<file path="src/rtl/noc_pkg.sv">
`default_nettype none
// ============================================================================
// Module      : noc_pkg
// Description : Shared packet, byte-count and receive-FSM types for the router.
// Revision    : 1.0 - initial release
// ============================================================================
package noc_pkg;

    typedef struct packed {
        logic [3:0]  srcID;
        logic [3:0]  destID;
        logic [23:0] data;
    } pkt_t;

    localparam int PKT_BYTES = 4;

    typedef enum logic [1:0] {
        RX_IDLE = 2'd0,
        RX_B1   = 2'd1,
        RX_B2   = 2'd2,
        RX_B3   = 2'd3
    } rx_state_t;

endpackage
`default_nettype wire

</file>
<file path="src/rtl/pkt_fifo.sv">
`default_nettype none
// ============================================================================
// Module      : pkt_fifo
// Description : First-word-fall-through pkt_t queue; head reads as 0 when empty.
// Revision    : 1.0 - initial release
// ============================================================================
module pkt_fifo
    import noc_pkg::*;
#(
    parameter int DEPTH = 4
) (
    input  logic                         clk,
    input  logic                         rst_b,
    input  logic                         we,
    input  logic                         re,
    input  pkt_t                         data_in,
    output logic                         full,
    output logic                         empty,
    output logic [$clog2(DEPTH+1)-1:0]   count,
    output pkt_t                         data_out
);

    localparam int c_ptr_w = $clog2(DEPTH);
    localparam int c_cnt_w = $clog2(DEPTH+1);

    pkt_t                r_mem [DEPTH];
    logic [c_ptr_w-1:0]  r_wr_ptr;
    logic [c_ptr_w-1:0]  r_rd_ptr;
    logic [c_cnt_w-1:0]  r_count;
    logic                w_push;
    logic                w_pop;

    // A write into a full queue is accepted when the head leaves at the same edge.
    assign w_pop  = re & ~empty;
    assign w_push = we & (~full | w_pop);

    always_ff @(posedge clk or posedge rst_b) begin
        if (rst_b) begin
            r_wr_ptr <= '0;
            r_rd_ptr <= '0;
            r_count  <= '0;
        end else begin
            if (w_push) r_wr_ptr <= r_wr_ptr + c_ptr_w'(1);
            if (w_pop)  r_rd_ptr <= r_rd_ptr + c_ptr_w'(1);
            case ({w_push, w_pop})
                2'b10:   r_count <= r_count + c_cnt_w'(1);
                2'b01:   r_count <= r_count - c_cnt_w'(1);
                default: r_count <= r_count;
            endcase
        end
    end

    always_ff @(posedge clk) begin
        if (w_push) r_mem[r_wr_ptr] <= data_in;
    end

    assign full     = (r_count == c_cnt_w'(DEPTH));
    assign empty    = (r_count == '0);
    assign count    = r_count;
    assign data_out = empty ? pkt_t'('0) : r_mem[r_rd_ptr];

endmodule
`default_nettype wire

</file>
<file path="src/rtl/node_rx_port.sv">
`default_nettype none
// ============================================================================
// Module      : node_rx_port
// Description : Node receive port: assembles 4 bytes into a pkt_t and queues it.
// Revision    : 1.0 - initial release
// ============================================================================
module node_rx_port
    import noc_pkg::*;
#(
    parameter int DEPTH  = 4,
    parameter int PORTID = 0
) (
    input  logic                         clk,
    input  logic                         rst_b,
    input  logic [7:0]                   payload_in,
    input  logic                         put,
    output logic                         free,
    output logic [31:0]                  pkt_out,
    output logic                         pkt_out_avail,
    input  logic                         req,
    output logic                         drop_err,
    output logic [$clog2(DEPTH+1)-1:0]   occupancy
);

    localparam int c_cnt_w  = $clog2(DEPTH+1);
    localparam int c_hold_w = (PKT_BYTES-1)*8;
    localparam logic [c_cnt_w:0] c_depth = (c_cnt_w+1)'(DEPTH);

    if (DEPTH < 2 || PORTID < 0) begin : g_param_check
        $error("node_rx_port: DEPTH must be >= 2 and PORTID non-negative");
    end

    rx_state_t            r_state;
    rx_state_t            w_state_nxt;
    logic [c_hold_w-1:0]  r_hold;
    logic                 r_drop;
    logic                 w_push;
    logic                 w_pop;
    logic                 w_drop;
    logic                 w_full;
    logic                 w_empty;
    logic [c_cnt_w-1:0]   w_count;
    logic [c_cnt_w:0]     w_slots;
    pkt_t                 w_pkt;
    pkt_t                 w_head;

    always_ff @(posedge clk or posedge rst_b) begin
        if (rst_b) r_state <= RX_IDLE;
        else       r_state <= w_state_nxt;
    end

    always_comb begin
        w_state_nxt = r_state;
        if (put) begin
            case (r_state)
                RX_IDLE: if (free) w_state_nxt = RX_B1;
                RX_B1:   w_state_nxt = RX_B2;
                RX_B2:   w_state_nxt = RX_B3;
                RX_B3:   w_state_nxt = RX_IDLE;
                default: w_state_nxt = RX_IDLE;
            endcase
        end
    end

    // An in-flight packet holds a slot, so the final-byte write always fits.
    always_comb begin
        w_slots = {1'b0, w_count} + {{c_cnt_w{1'b0}}, (r_state != RX_IDLE)};
        free    = (w_slots < c_depth);
        w_pop   = req & ~w_empty;
        w_push  = (r_state == RX_B3) & put & (~w_full | w_pop);
        w_drop  = (r_state == RX_IDLE) & put & ~free;
    end

    always_ff @(posedge clk or posedge rst_b) begin
        if (rst_b) begin
            r_hold <= '0;
            r_drop <= 1'b0;
        end else begin
            r_drop <= w_drop;
            if (put) begin
                case (r_state)
                    RX_IDLE: if (free) r_hold[23:16] <= payload_in;
                    RX_B1:   r_hold[15:8] <= payload_in;
                    RX_B2:   r_hold[7:0]  <= payload_in;
                    default: r_hold <= r_hold;
                endcase
            end
        end
    end

    assign w_pkt = pkt_t'({r_hold, payload_in});

    pkt_fifo #(
        .DEPTH    (DEPTH)
    ) u_fifo (
        .clk      (clk),
        .rst_b    (rst_b),
        .we       (w_push),
        .re       (w_pop),
        .data_in  (w_pkt),
        .full     (w_full),
        .empty    (w_empty),
        .count    (w_count),
        .data_out (w_head)
    );

    assign pkt_out       = w_head;
    assign pkt_out_avail = ~w_empty;
    assign occupancy     = w_count;
    assign drop_err      = r_drop;

endmodule
`default_nettype wire
</file>
<file path="config.mk">
export PLATFORM = sky130hd
export DESIGN_NAME = node_rx_port
export DESIGN_NICKNAME = d
export VERILOG_FILES = /design/src/rtl/noc_pkg.sv /design/src/rtl/pkt_fifo.sv /design/src/rtl/node_rx_port.sv
export SDC_FILE = /design/constraint.sdc
export NUM_CORES = 1
export LEC_CHECK = 0
export ABC_AREA = 0
export BUFFER_PORTS_ARGS = -buffer_cell sky130_fd_sc_hd__buf_2
export CAP_MARGIN = 10
export CORE_AREA = 4 4 112 114
export DETAILED_ROUTE_END_ITERATION = 8
export DIE_AREA = 0 0 116 118
export GPL_ROUTABILITY_DRIVEN = 0
export PLACE_DENSITY = 0.78
export SYNTH_ARGS = -nofsm -noshare
export SYNTH_HDL_FRONTEND = slang
export SYNTH_SLANG_ARGS = --single-unit
</file>
<file path="constraint.sdc">
create_clock -name clk -period 6 [get_ports clk]
set_input_delay 1.2 -clock clk [delete_from_list [all_inputs] [get_ports clk]]
set_output_delay 1.2 -clock clk [all_outputs]
set_load 0.02 [all_outputs]
</file>
==> results.sh <==
export IMPL_antenna_found_initial=0
export IMPL_multiInputGateArea_um2=1530
export IMPL_syn_area_um2=6370
export IMPL_synth_simple_area_share_pct=4.69
export IMPL_syn_to_final_growth_pct=15.3
export IMPL_initial_utilization_pct=55.8
export IMPL_antenna_cells=0
export IMPL_critical_path_arrival_ps=2430
export IMPL_worst_hold_slack_ps=518
export IMPL_wl_per_cell_um=21.6
export IMPL_rsz0062_at_grt="no"
export IMPL_final_max_slew_viol_count=0
export IMPL_finalHoldViolCount=0
export IMPL_outcome="completed"
export IMPL_crit_chain="buf_4, mux4_1, and2_1, buf_2"
export IMPL_place_hpwl_um=6760
export IMPL_fin_skew_ps=6.66
export IMPL_die_area_um2=13700
export IMPL_regArea_um2=4700
export IMPL_leakagePower_nw=2.68
export IMPL_min_period_ps=3630
export IMPL_clock_fmax_mhz=275
export IMPL_coreArea_um2=11400
export IMPL_layout_common_cells="edfxtp_1 (128), buf_2 (49), and2_1 (37)"
export IMPL_synth_cells=314
export IMPL_synthMuxAreaShare_pct=16.0
export IMPL_grt_remaining_overflow=0
export IMPL_path_delay_family="buffers and inverters"
export IMPL_critPathMaxStageDelay_ps=620
export IMPL_die_y_um=118
export IMPL_synth_top_cell_area_share_pct=60.3
export IMPL_numCtsBuffers=17
export IMPL_post_route_period_util_pct=60.5
export IMPL_ys_warn_count=0
export IMPL_post_cts_buffers=0
export IMPL_critical_path_required_ps=4800
export IMPL_drv_cap=0
export IMPL_synth_fp_nets=336
export IMPL_power_density_nw_per_um2=542
export IMPL_clk_latency_ps=420
export IMPL_cts_num_sinks=162
export IMPL_drive_gt1_share_pct=35.5
export IMPL_finalWirelength_um=11500
export IMPL_synthTopCellsByArea="edfxtp_1 (60%), dfrtp_1 (13%), mux4_2 (9.9%), mux2_2 (4.4%), and2_1 (3.6%)"
export IMPL_row_count=39
export IMPL_path_buf_inv=2
export IMPL_slew_headroom_pct=33.3
export IMPL_tightestPinTransition_ps=1000
export IMPL_nets=398
export IMPL_fillCellCount=791
export IMPL_ys_seq_area_share_pct=73.7
export IMPL_synth_seq_cells=162
export IMPL_ir_drop_mv=0.313
export IMPL_path_max_fanout=24
export IMPL_tns_ps=0
export IMPL_die_w_um=116
export IMPL_critPathCaptureType="output pin"
export IMPL_grt_max_degree=36
export IMPL_synth_avg_cell_area_um2=20.3
export IMPL_drc=0
export IMPL_first_pass_iters=4
export IMPL_grt_pass1_wl_um=18200
export IMPL_clkTransAtPathRegs_ps=60
export IMPL_path_class="reg2out"
export IMPL_synth_xor_area_share_pct=0.825
export IMPL_hp_class="reg2reg"
export IMPL_htreeDepth=4
export IMPL_viasPerCell=5.63
export IMPL_portBuffers=49
export IMPL_yosysTopAreaCell="edfxtp_1"
export IMPL_synth_fa_ha_area_share_pct=2.08
export IMPL_cts_tree="done"
export IMPL_start_kind="flop"
export IMPL_synth_cell_types=26
export IMPL_track_usage_pct=18.5
export IMPL_ctsHoldBuffers=0
export IMPL_grt_pass1_vias=3144
export IMPL_pin_count=50
export IMPL_final_common_cell="edfxtp_1"
export IMPL_drt_iter0_drc=221
export IMPL_postRouteAntennaNets=0
export IMPL_cts_resized=0
export IMPL_clockBufferDepth=2
export IMPL_synth_top_family_by_area="multiplexers"
export IMPL_setup_viol=0
export IMPL_slowest_stage="mux4_1"
export IMPL_vias=2995
export IMPL_cts_root_buffer="clkbuf_16"
export IMPL_synth_compound_area_share_pct=0.452
-- state kept, by name, summed over array words and instances (netlist names) --
register and flops:
u_fifo.r_mem 128, u_fifo.count 3, drop_err 1, u_fifo.r_wr_ptr 2, r_state 2, r_hold 24
u_fifo.r_rd_ptr 2
-- through the flow --
stage | area [um^2] | cells | setup WS, ps | power, mW | util [%]
2_1_floorplan | 6370 | 314 | 3100 | 2.58 | -
3_3_place_gp | 6740 | 500 | 2790 | 2.87 | 59.0
3_5_place_dp | 6740 | 500 | 2740 | 2.92 | 59.0
4_1_cts | 7340 | 532 | 2290 | 4.02 | 64.3
5_1_grt | 7340 | 532 | 2180 | 4.20 | 64.3
6_report | 7340 | 532 | 2370 | 3.98 | 64.3
-- cell families (layout without fill, tap and decap cells) --
| family | Yosys count | in the layout |
|---|---|---|
| compound gates | 5 | 5 |
| xor+xnor | 6 | 6 |
| fa+ha+maj | 10 | 10 |
| buf+inv | 23 | 98 |
| flops | 162 | 162 |
| mux | 57 | 57 |
| simple gates | 51 | 51 |
-- path summary, 6_finish.rpt --
| check | startpoint | endpoint | slack, ps | cells after the start |
|---|---|---|---|---|
| worst max-delay path | u_fifo.r_rd_ptr[0] | pkt_out[0] | 2370 | 4 |
| worst min-delay path | r_hold[14] | u_fifo.r_mem[2][22] | 520 | 0 |
| worst max register to register | u_fifo.count[2] | u_fifo.count[2] | 3230 | 8 |
| worst min register to register | r_hold[14] | u_fifo.r_mem[2][22] | 520 | 0 |
| max in group asynchronous | rst_b | u_fifo.r_rd_ptr[0] | 4750 | 3 |
| min in group asynchronous | rst_b | r_hold[2] | 890 | 3 |
-- cells in the mapped netlist --
| library cell | n |
|---|---|
| xor2_1 | 3 |
| nand2_1 | 5 |
| nand3b_1 | 1 |
| a21oi_1 | 1 |
| mux4_1 | 4 |
| buf_2 | 4 |
| a31oi_1 | 1 |
| ha_1 | 9 |
| fa_1 | 1 |
| or3_1 | 1 |
| buf_6 | 1 |
| inv_1 | 10 |
| mux2_2 | 25 |
| and3_1 | 1 |
| mux4_2 | 28 |
| clkbuf_1 | 5 |
| nor2_1 | 4 |
| and2_1 | 37 |
| edfxtp_1 | 128 |
| o21ai_0 | 2 |
| xnor2_1 | 3 |
| dfrtp_1 | 34 |
| nand3_1 | 1 |
| a21boi_0 | 1 |
| nor4b_1 | 1 |
| buf_12 | 3 |
-- metal layers --
layer / up-vias / GRT usage [%] / routed length (um)
met3: 12 / 5.81 / 715
met1: 1552 / 26.0 / 4930
li1: 1334 / - / -
met2: 97 / 27.9 / 5720
met5: - / 0 / 0
met4: 0 / 5.95 / 130
-- final cells by class --
class	instances	share of cell area (%)
tap	143	2.44
clock inverter	11	1.82
sequential	162	63.9
multi-input combinational	129	20.8
clock buffer	21	6.41
timing repair buffer	56	4.05
inverter	10	0.511
-- report_power, final --
part | internal (mW) | switching (mW)
logic | 0.542 | 0.637
registers | 1.51 | 0.195
clock network | 0.681 | 0.411
Power figures use the tool's default switching activity.
